[config.mk]
export PLATFORM = sky130hd
export DESIGN_NAME = rd_multi
export DESIGN_NICKNAME = d
export VERILOG_FILES = /design/src/rtl/rd_pkg.sv /design/src/rtl/rd_channel.sv /design/src/rtl/rd_multi.sv
export SDC_FILE = /design/constraint.sdc
export NUM_CORES = 1
export LEC_CHECK = 0
export CAP_MARGIN = 10
export CORE_UTILIZATION = 25
export DETAILED_ROUTE_END_ITERATION = 10
export HOLD_SLACK_MARGIN = 0.05
export PLACE_DENSITY = 0.39
export SETUP_SLACK_MARGIN = 0.1
export SYNTH_ARGS = -nofsm -noshare
export SYNTH_HDL_FRONTEND = slang
export SYNTH_SLANG_ARGS = --single-unit
[constraint.sdc]
create_clock -name clk -period 3 [get_ports clk]
set_clock_uncertainty 0.1 [all_clocks]
set_input_delay 0.6 -clock clk [delete_from_list [all_inputs] [get_ports clk]]
set_output_delay 0.6 -clock clk [all_outputs]
set_load 0.01 [all_outputs]
[src/rtl/rd_pkg.sv]
`default_nettype none
// +----------------------------------------------------------------------+
// | Module  : rd_pkg                                                     |
// | Purpose : Shared constants, mode encoding and rate helper for the    |
// |           multi-channel rate divider.                                |
// | Rev     : 1.0  initial release                                       |
// +----------------------------------------------------------------------+
package rd_pkg;

  localparam int RD_N_CH_DEF  = 4;
  localparam int RD_WIDTH_DEF = 20;

  typedef enum logic {
    RD_PERIODIC = 1'b0,
    RD_ONESHOT  = 1'b1
  } rd_mode_e;

  // Reload value for a period of 'rate' cycles. Callers only use it with
  // rate != 0, so the subtraction never wraps. Rates up to 32 bits wide.
  function automatic logic [31:0] rd_rate_m1(input logic [31:0] rate);
    return rate - 32'd1;
  endfunction

endpackage
`default_nettype wire

[src/rtl/rd_channel.sv]
`default_nettype none
// +----------------------------------------------------------------------+
// | Module  : rd_channel                                                 |
// | Purpose : One down-counting rate channel with periodic / one-shot    |
// |           mode. Priority: load > stop > sync > count.                |
// | Rev     : 1.0  initial release                                       |
// +----------------------------------------------------------------------+
module rd_channel
  import rd_pkg::*;
#(
  parameter int WIDTH = RD_WIDTH_DEF
) (
  input  logic             clk,
  input  logic             clear,
  input  logic             i_load,
  input  logic [WIDTH-1:0] i_rate,
  input  logic             i_oneshot,
  input  logic             i_stop,
  input  logic             i_sync,
  input  logic             i_stb,
  output logic             o_tick,
  output logic             o_busy
);

  logic [WIDTH-1:0] r_rate;
  logic [WIDTH-1:0] r_cnt;
  logic             r_run;
  rd_mode_e         r_mode;

  logic [WIDTH-1:0] w_rate_m1;
  logic [WIDTH-1:0] w_load_m1;
  logic             w_cnt_zero;

  // Reload values: stored rate for periodic reload/sync, incoming rate for writes
  assign w_rate_m1  = WIDTH'(rd_rate_m1(32'(r_rate)));
  assign w_load_m1  = WIDTH'(rd_rate_m1(32'(i_rate)));
  assign w_cnt_zero = (r_cnt == '0);

  // Channel state update, highest-priority source first
  always_ff @(posedge clk or negedge clear) begin
    if (!clear) begin
      r_rate <= '0;
      r_cnt  <= '0;
      r_run  <= 1'b0;
      r_mode <= RD_PERIODIC;
    end else if (i_load) begin
      r_rate <= i_rate;
      r_mode <= rd_mode_e'(i_oneshot);
      if (i_rate != '0) begin
        r_cnt <= w_load_m1;
        r_run <= 1'b1;
      end else begin
        r_cnt <= '0;
        r_run <= 1'b0;
      end
    end else if (i_stop) begin
      r_run <= 1'b0;
      r_cnt <= '0;
    end else if (i_sync && r_run) begin
      r_cnt <= w_rate_m1;
    end else if (r_run && i_stb) begin
      if (!w_cnt_zero) begin
        r_cnt <= r_cnt - WIDTH'(1);
      end else if (r_mode == RD_ONESHOT) begin
        r_run <= 1'b0;
      end else begin
        r_cnt <= w_rate_m1;
      end
    end
  end

  // Tick is a decode of registered state, qualified by the shared strobe
  assign o_tick = r_run && w_cnt_zero && i_stb;
  assign o_busy = r_run;

endmodule
`default_nettype wire

[src/rtl/rd_multi.sv]
`default_nettype none
// +----------------------------------------------------------------------+
// | Module  : rd_multi                                                   |
// | Purpose : N_CH independent rate dividers with a register-write       |
// |           config port, per-channel stop and a global re-phase sync.  |
// | Options : RD_PRESCALE_EN adds a shared prescaler (port 'prescale')   |
// |           that slows every channel by a factor of prescale+1.        |
// | Rev     : 1.0  initial release                                       |
// +----------------------------------------------------------------------+
module rd_multi
  import rd_pkg::*;
#(
  parameter int N_CH  = RD_N_CH_DEF,
  parameter int WIDTH = RD_WIDTH_DEF,
  parameter int CH_W  = (N_CH > 1) ? $clog2(N_CH) : 1
) (
  input  logic             clk,
  input  logic             clear,
`ifdef RD_PRESCALE_EN
  input  logic [WIDTH-1:0] prescale,
`endif
  input  logic             cfg_we,
  input  logic [CH_W-1:0]  cfg_ch,
  input  logic [WIDTH-1:0] cfg_rate,
  input  logic             cfg_oneshot,
  input  logic [N_CH-1:0]  stop,
  input  logic             sync,
  output logic [N_CH-1:0]  tick,
  output logic [N_CH-1:0]  busy
);

  logic w_pre_stb;

`ifdef RD_PRESCALE_EN
  logic [WIDTH-1:0] r_pre;

  // Shared prescaler: strobe when it reaches zero, reload on strobe or sync
  always_ff @(posedge clk or negedge clear) begin
    if (!clear) begin
      r_pre <= '0;
    end else if (sync || w_pre_stb) begin
      r_pre <= prescale;
    end else begin
      r_pre <= r_pre - WIDTH'(1);
    end
  end

  assign w_pre_stb = (r_pre == '0);
`else
  assign w_pre_stb = 1'b1;
`endif

  // One channel per index; writes to indices >= N_CH match no channel
  for (genvar gi = 0; gi < N_CH; gi++) begin : g_ch
    logic w_load;

    assign w_load = cfg_we && (cfg_ch == CH_W'(gi));

    rd_channel #(
      .WIDTH (WIDTH)
    ) u_ch (
      .clk       (clk),
      .clear     (clear),
      .i_load    (w_load),
      .i_rate    (cfg_rate),
      .i_oneshot (cfg_oneshot),
      .i_stop    (stop[gi]),
      .i_sync    (sync),
      .i_stb     (w_pre_stb),
      .o_tick    (tick[gi]),
      .o_busy    (busy[gi])
    );
  end

endmodule
`default_nettype wire

# == Word level (Yosys, flattened, before mapping) ==
# Index checks and enable logic that the tools add are counted.
# word_totals
regBits,168
elab_cells,112
in_bits,31
output_inout_bits,8
# classes
n_eq_ne,11
muxes,50
reduce_logical,26
n_addsub,9
# ops
cell,n
20-bit two-way mux,25
"20-bit by 1-bit subtractor with 20-bit output, second input constant",9
20-bit zero test,4
1-bit two-way mux,25
"5-bit by 4-bit != test with 1-bit output, second input constant",4
20-bit nonzero test,1
4-bit nonzero test,4
1-bit logical AND,12
"3-bit by 2-bit != test with 1-bit output, second input constant",4
2-bit AND reduction,4
"2-bit == test, second input constant",2
"2-bit by 1-bit == test with 1-bit output, second input constant",1
2-bit zero test,1

# == Logic depth before layout (Yosys ltp) ==
# depth
ltp_word,7
ltp_mapped,10
ltp_nobuf,8

# == Hierarchy ==
# Synthesis repeated with hierarchy kept, for this count alone.
# unflattened
hier_cells,1337
hier_area_um2,12191.7
# modules_own_cells
mod,area_each_um2,n_inst,cells_per_inst,seq_area_each_um2
rd_channel (g_ch[0].u_ch ...),3030.4,2,334,1051.0
rd_channel (g_ch[2].u_ch),3065.4,1,337,1051.0
rd_channel (g_ch[3].u_ch),3024.2,1,327,1051.0
rd_multi,41.3,1,5,0.0

# == Worst setup path after synthesis ==
# No wires, ideal clock.
# synth_timing
path_kind,in2reg
start,in cfg_rate[2]
end,reg g_ch[1].u_ch.r_cnt[17]
setup_time_ns,0.065
stages,8
n_path_buf,2
setup_slack_ns,0.327
arrival_time_ns,2.508
required_ns,2.835
cell_sequence,clkbuf_1 -> nor4_1 -> clkbuf_1 -> nand2_1 -> or4_1 -> a21o_1 -> a221oi_1 -> o21a_1
# synth_between
elab_chain_len,3
elab_cells_between_ends,4
classes_between,1 x add/sub; 2 x mux; 1 x reduce/logical
# synth_lines
element,line_no,text
"start, declared",rd_multi.sv:24,"input logic [WIDTH-1:0] cfg_rate,"
20-bit by 1-bit subtractor with 20-bit output or 20-bit nonzero test (tied branches),"rd_pkg.sv:21, rd_channel.sv:49",
20-bit two-way mux (*),rd_channel.sv:49,if (i_rate != '0) begin
20-bit two-way mux (*),rd_channel.sv:46,end else if (i_load) begin
"end signal, assigned",rd_channel.sv:50,r_cnt <= w_load_m1;
"end signal, assigned",rd_channel.sv:60,r_cnt <= w_rate_m1;
"end signal, assigned",rd_channel.sv:63,r_cnt <= r_cnt - WIDTH'(1);
"end, declared",rd_channel.sv:26,logic [WIDTH-1:0] r_cnt;
# Every way passes the cells marked *; elsewhere a longest branch is shown, timed or not.
# A chain may end at the register's enable or synchronous reset.

# == Final worst setup path ==
# layout_timing
start,reg g_ch[3].u_ch.r_cnt[15]
end,out tick[3]
# layout_between
elab_chain_len,2
# layout_lines
element,line_no,text
"start, declared",rd_channel.sv:26,
"start signal, assigned",rd_channel.sv:50,
"start signal, assigned",rd_channel.sv:60,
"start signal, assigned",rd_channel.sv:63,
20-bit zero test,rd_channel.sv:37,assign w_cnt_zero = (r_cnt == '0);
1-bit logical AND,rd_channel.sv:73,assign o_tick = r_run && w_cnt_zero && i_stb;
"end, declared",rd_multi.sv:28,"output logic [N_CH-1:0] tick,"
# No other way between the ends.

==> flow_summary.json <==
{
  "finalHoldViolCount": 0,
  "rsz0062_at_grt": "yes",
  "grt.overflow.total": 0,
  "synthAdderAreaFrac_pct": 1.54,
  "firstDrtPassIters": 5,
  "min_period_over_period_pct": 96.2,
  "core_area_sq_um": 44500,
  "clkSinkCount": 168,
  "grt_pass1_wl_microns": 71600,
  "finalWirelength_microns": 47500,
  "hold_end": "g_ch[1].u_ch.r_rate[19]$_DFFE_PN0P_",
  "antenna_cells": 0,
  "yosysTopAreaCellShare_pct": 37.0,
  "p_total_w": 0.00830,
  "tritoncts": "done",
  "ioPinCount": 39,
  "slew_headroom_pct": 48.3,
  "synth-compound-area-share_pct": 15.6,
  "ys_types": 82,
  "post_drt_via_cell_ratio": 5.04,
  "hold_depth": 2,
  "cp-end-kind": "output port",
  "syn_area_sq_um": 11400,
  "syn_to_final_growth_pct": 27.5,
  "hold_class": "reg2reg",
  "worstReg2RegStart": "g_ch[3].u_ch.r_cnt[6]$_DFFE_PN0P_",
  "post_drt_wl_per_cell_microns": 21.7,
  "drive_gt1_share_pct": 17.7,
  "muxShareOfSynthArea_pct": 3.01,
  "numCtsBuffers": 17,
  "final_area_sq_um": 14500,
  "nets": 1626,
  "place.gp.congestion": 0.867,
  "worst_pin_slew_ns": 0.773,
  "path_clk_slew_ns": 0.08,
  "fmax_mhz": 347,
  "antenna_left": 0,
  "chipWidth_microns": 215,
  "status": "finished clean",
  "yosys.area_share.xor_xnor_pct": 9.95,
  "post-route-util_pct": 32.5,
  "portBuffers": 38,
  "start_util_pct": 25.5,
  "required_ns": 2.30,
  "reg2reg_depth": 7,
  "async_flop_share_pct": 100,
  "yosysTopAreaCell": "dfrtp_1",
  "dpl-instance-area_sq_um": 13700,
  "die_h_microns": 215,
  "drc": 0,
  "power.density_nw_per_um2": 573,
  "ctsRootBufferMaster": "clkbuf_16",
  "leakage_nw": 6.23,
  "setup_viol": 0,
  "grt_max_degree": 61,
  "synth.net_count": 1451,
  "rr_endpoint": "g_ch[3].u_ch.r_cnt[16]$_DFFE_PN0P_",
  "synth-edff-count": 0,
  "start_kind": "flop",
  "crit_arrival_ns": 2.19,
  "r2r_slack_ns": 0.14,
  "antenna_found_initial": 1,
  "hp-start": "g_ch[1].u_ch.r_rate[19]$_DFFE_PN0P_",
  "ir_drop_mv": 0.446,
  "synth_cells": 1406,
  "ys_top_cells_by_area": "dfrtp_1, nand2_1, xor2_1",
  "avgSynthCellArea_sq_um": 8.07,
  "grt_pass1_vias": 10869,
  "crit_type": "reg2out",
  "htree_levels": 4,
  "vias": 11021,
  "maxSlewViolCount": 0,
  "rows": 77,
  "most-common-layout-cells": "nand2_1, buf_4, dfrtp_1",
  "timing.hold.ws_ns": 0.412,
  "ys_warn_count": 0,
  "cts_buffer_depth": 2,
  "insertion_delay_ns": 0.50,
  "detailedPlacementHpwl_microns": 35000,
  "critical_path_peak_fanout": 2,
  "mostFrequentLayoutCell": "nand2_1",
  "ys_ff_latch": 168,
  "cap_violations": 0,
  "drt_iter0_drc": 805,
  "synth_simple_gate_area_share_pct": 28.9,
  "ys_seq_area_share_pct": 37.0,
  "synth_ff_type": "dfrtp_1",
  "dieArea_sq_um": 46300,
  "synth_top_family_by_area": "simple AND/OR/NAND/NOR gates",
  "grtUsageTotal_pct": 21.0,
  "period_needed_ns": 2.89
}
## timing repair
| item | in CTS | in global routing |
|---|---|---|
| gates cloned | 0 | 0 |
| setup buffers | 2 | 3 |
| hold endpoints to repair | 27 | 0 |
| hold buffers | 1 | 0 |
| pin swaps | 2 | 4 |
| setup endpoints to repair | 4 | 7 |
| resized for setup | 21 | 7 |
## per-stage QoR
stage | std cells | worst slack [ns] | TNS, ns
final | 2186 | 0.114 | 0
after detailed placement | 2148 | -0.362 | -6.65
after floorplan | 1406 | 0.327 | 0
after global placement | 2148 | -0.408 | -9.02
after global routing | 2186 | 0.0224 | 0
after CTS | 2183 | 0.0277 | 0
## where the power goes
| part | switching, W | internal (W) | total [W] | leakage (nW) |
|---|---|---|---|---|
| Combinational | 0.00150 | 0.00117 | 0.00267 | 3.80 |
| Clock | 0.00114 | 0.00141 | 0.00255 | 0.299 |
| Sequential | 0.000458 | 0.00262 | 0.00308 | 2.13 |
## critical path: stages, from the launching register on
cell and delay (ns):
dfrtp_1 0.39, or4_4 0.56, nor4_4 0.20, nand4b_1 0.16, nor2_2 0.15, clkdlybuf4s15_2 0.24
## worst max-delay path by stage
stage,startpoint,slack [ns],end,cells after the start
floorplan,cfg_rate[2],0.33,g_ch[1].u_ch.r_cnt[17]$_DFFE_PN0P_,8
global placement,cfg_rate[2],-0.41,g_ch[0].u_ch.r_cnt[2]$_DFFE_PN0P_,10
detailed placement,cfg_rate[2],-0.36,g_ch[0].u_ch.r_cnt[2]$_DFFE_PN0P_,10
CTS,g_ch[3].u_ch.r_cnt[9]$_DFFE_PN0P_,0.03,tick[3],5
global route,g_ch[3].u_ch.r_cnt[15]$_DFFE_PN0P_,0.02,tick[3],5
finish,g_ch[3].u_ch.r_cnt[15]$_DFFE_PN0P_,0.11,tick[3],5
## area by class of cell
type / count / area, sq um
clock inverters: 15 / 214
multi-input cells: 1128 / 6800
well taps: 592 / 741
repair buffers: 238 / 1980
flip-flops and latches: 168 / 4210
fillers: 4823 / 30000
inverters: 28 / 105
clock buffers: 17 / 425
## state kept, by name (all words and copies together) (netlist names)
register and flops:
g_ch.u_ch.r_rate 80, g_ch.u_ch.r_mode 4, g_ch.u_ch.o_busy 4, g_ch.u_ch.r_cnt 80
## kinds of logic after synthesis
family | Yosys count
simple gates | 690
compound gates | 261
flops | 168
xor+xnor | 129
buf+inv | 110
mux | 34
fa+ha+maj | 14
## synth_stat cells (5+ instances only)
master / n
nor4b_1: 5
nand3b_1: 10
nand4_1: 18
nor4_2: 5
nand2_1: 336
buf_2: 11
o31ai_1: 7
nand3_1: 41
nand4b_1: 10
o21ai_1: 9
o22a_1: 7
xnor2_1: 59
or4_1: 14
nor3b_1: 8
ha_1: 14
o31a_1: 6
nor2_1: 104
o21ai_0: 70
nor3_1: 53
buf_4: 8
a32oi_1: 7
and2_1: 5
mux2i_1: 33
inv_1: 28
o22ai_1: 9
dfrtp_1: 168
xor2_1: 70
and3_1: 6
or3_1: 9
a22oi_1: 5
o21a_1: 7
nor4_1: 31
a211oi_1: 8
clkbuf_1: 60
a2bb2oi_1: 5
o221ai_1: 10
nand2b_1: 8
a21oi_1: 40
a31oi_1: 15
o211ai_1: 16
## layer usage
layer  up-vias  share of wire (%)  global-route usage, %
li1       5317                  -                      -
met4         0                2.5                   7.23
met1      5423                 48                   29.0
met5         -                  0                      0
met2       231                 45                   32.4
met3        50                4.4                   4.16
Note: power is estimated with default switching activity, not from simulation.
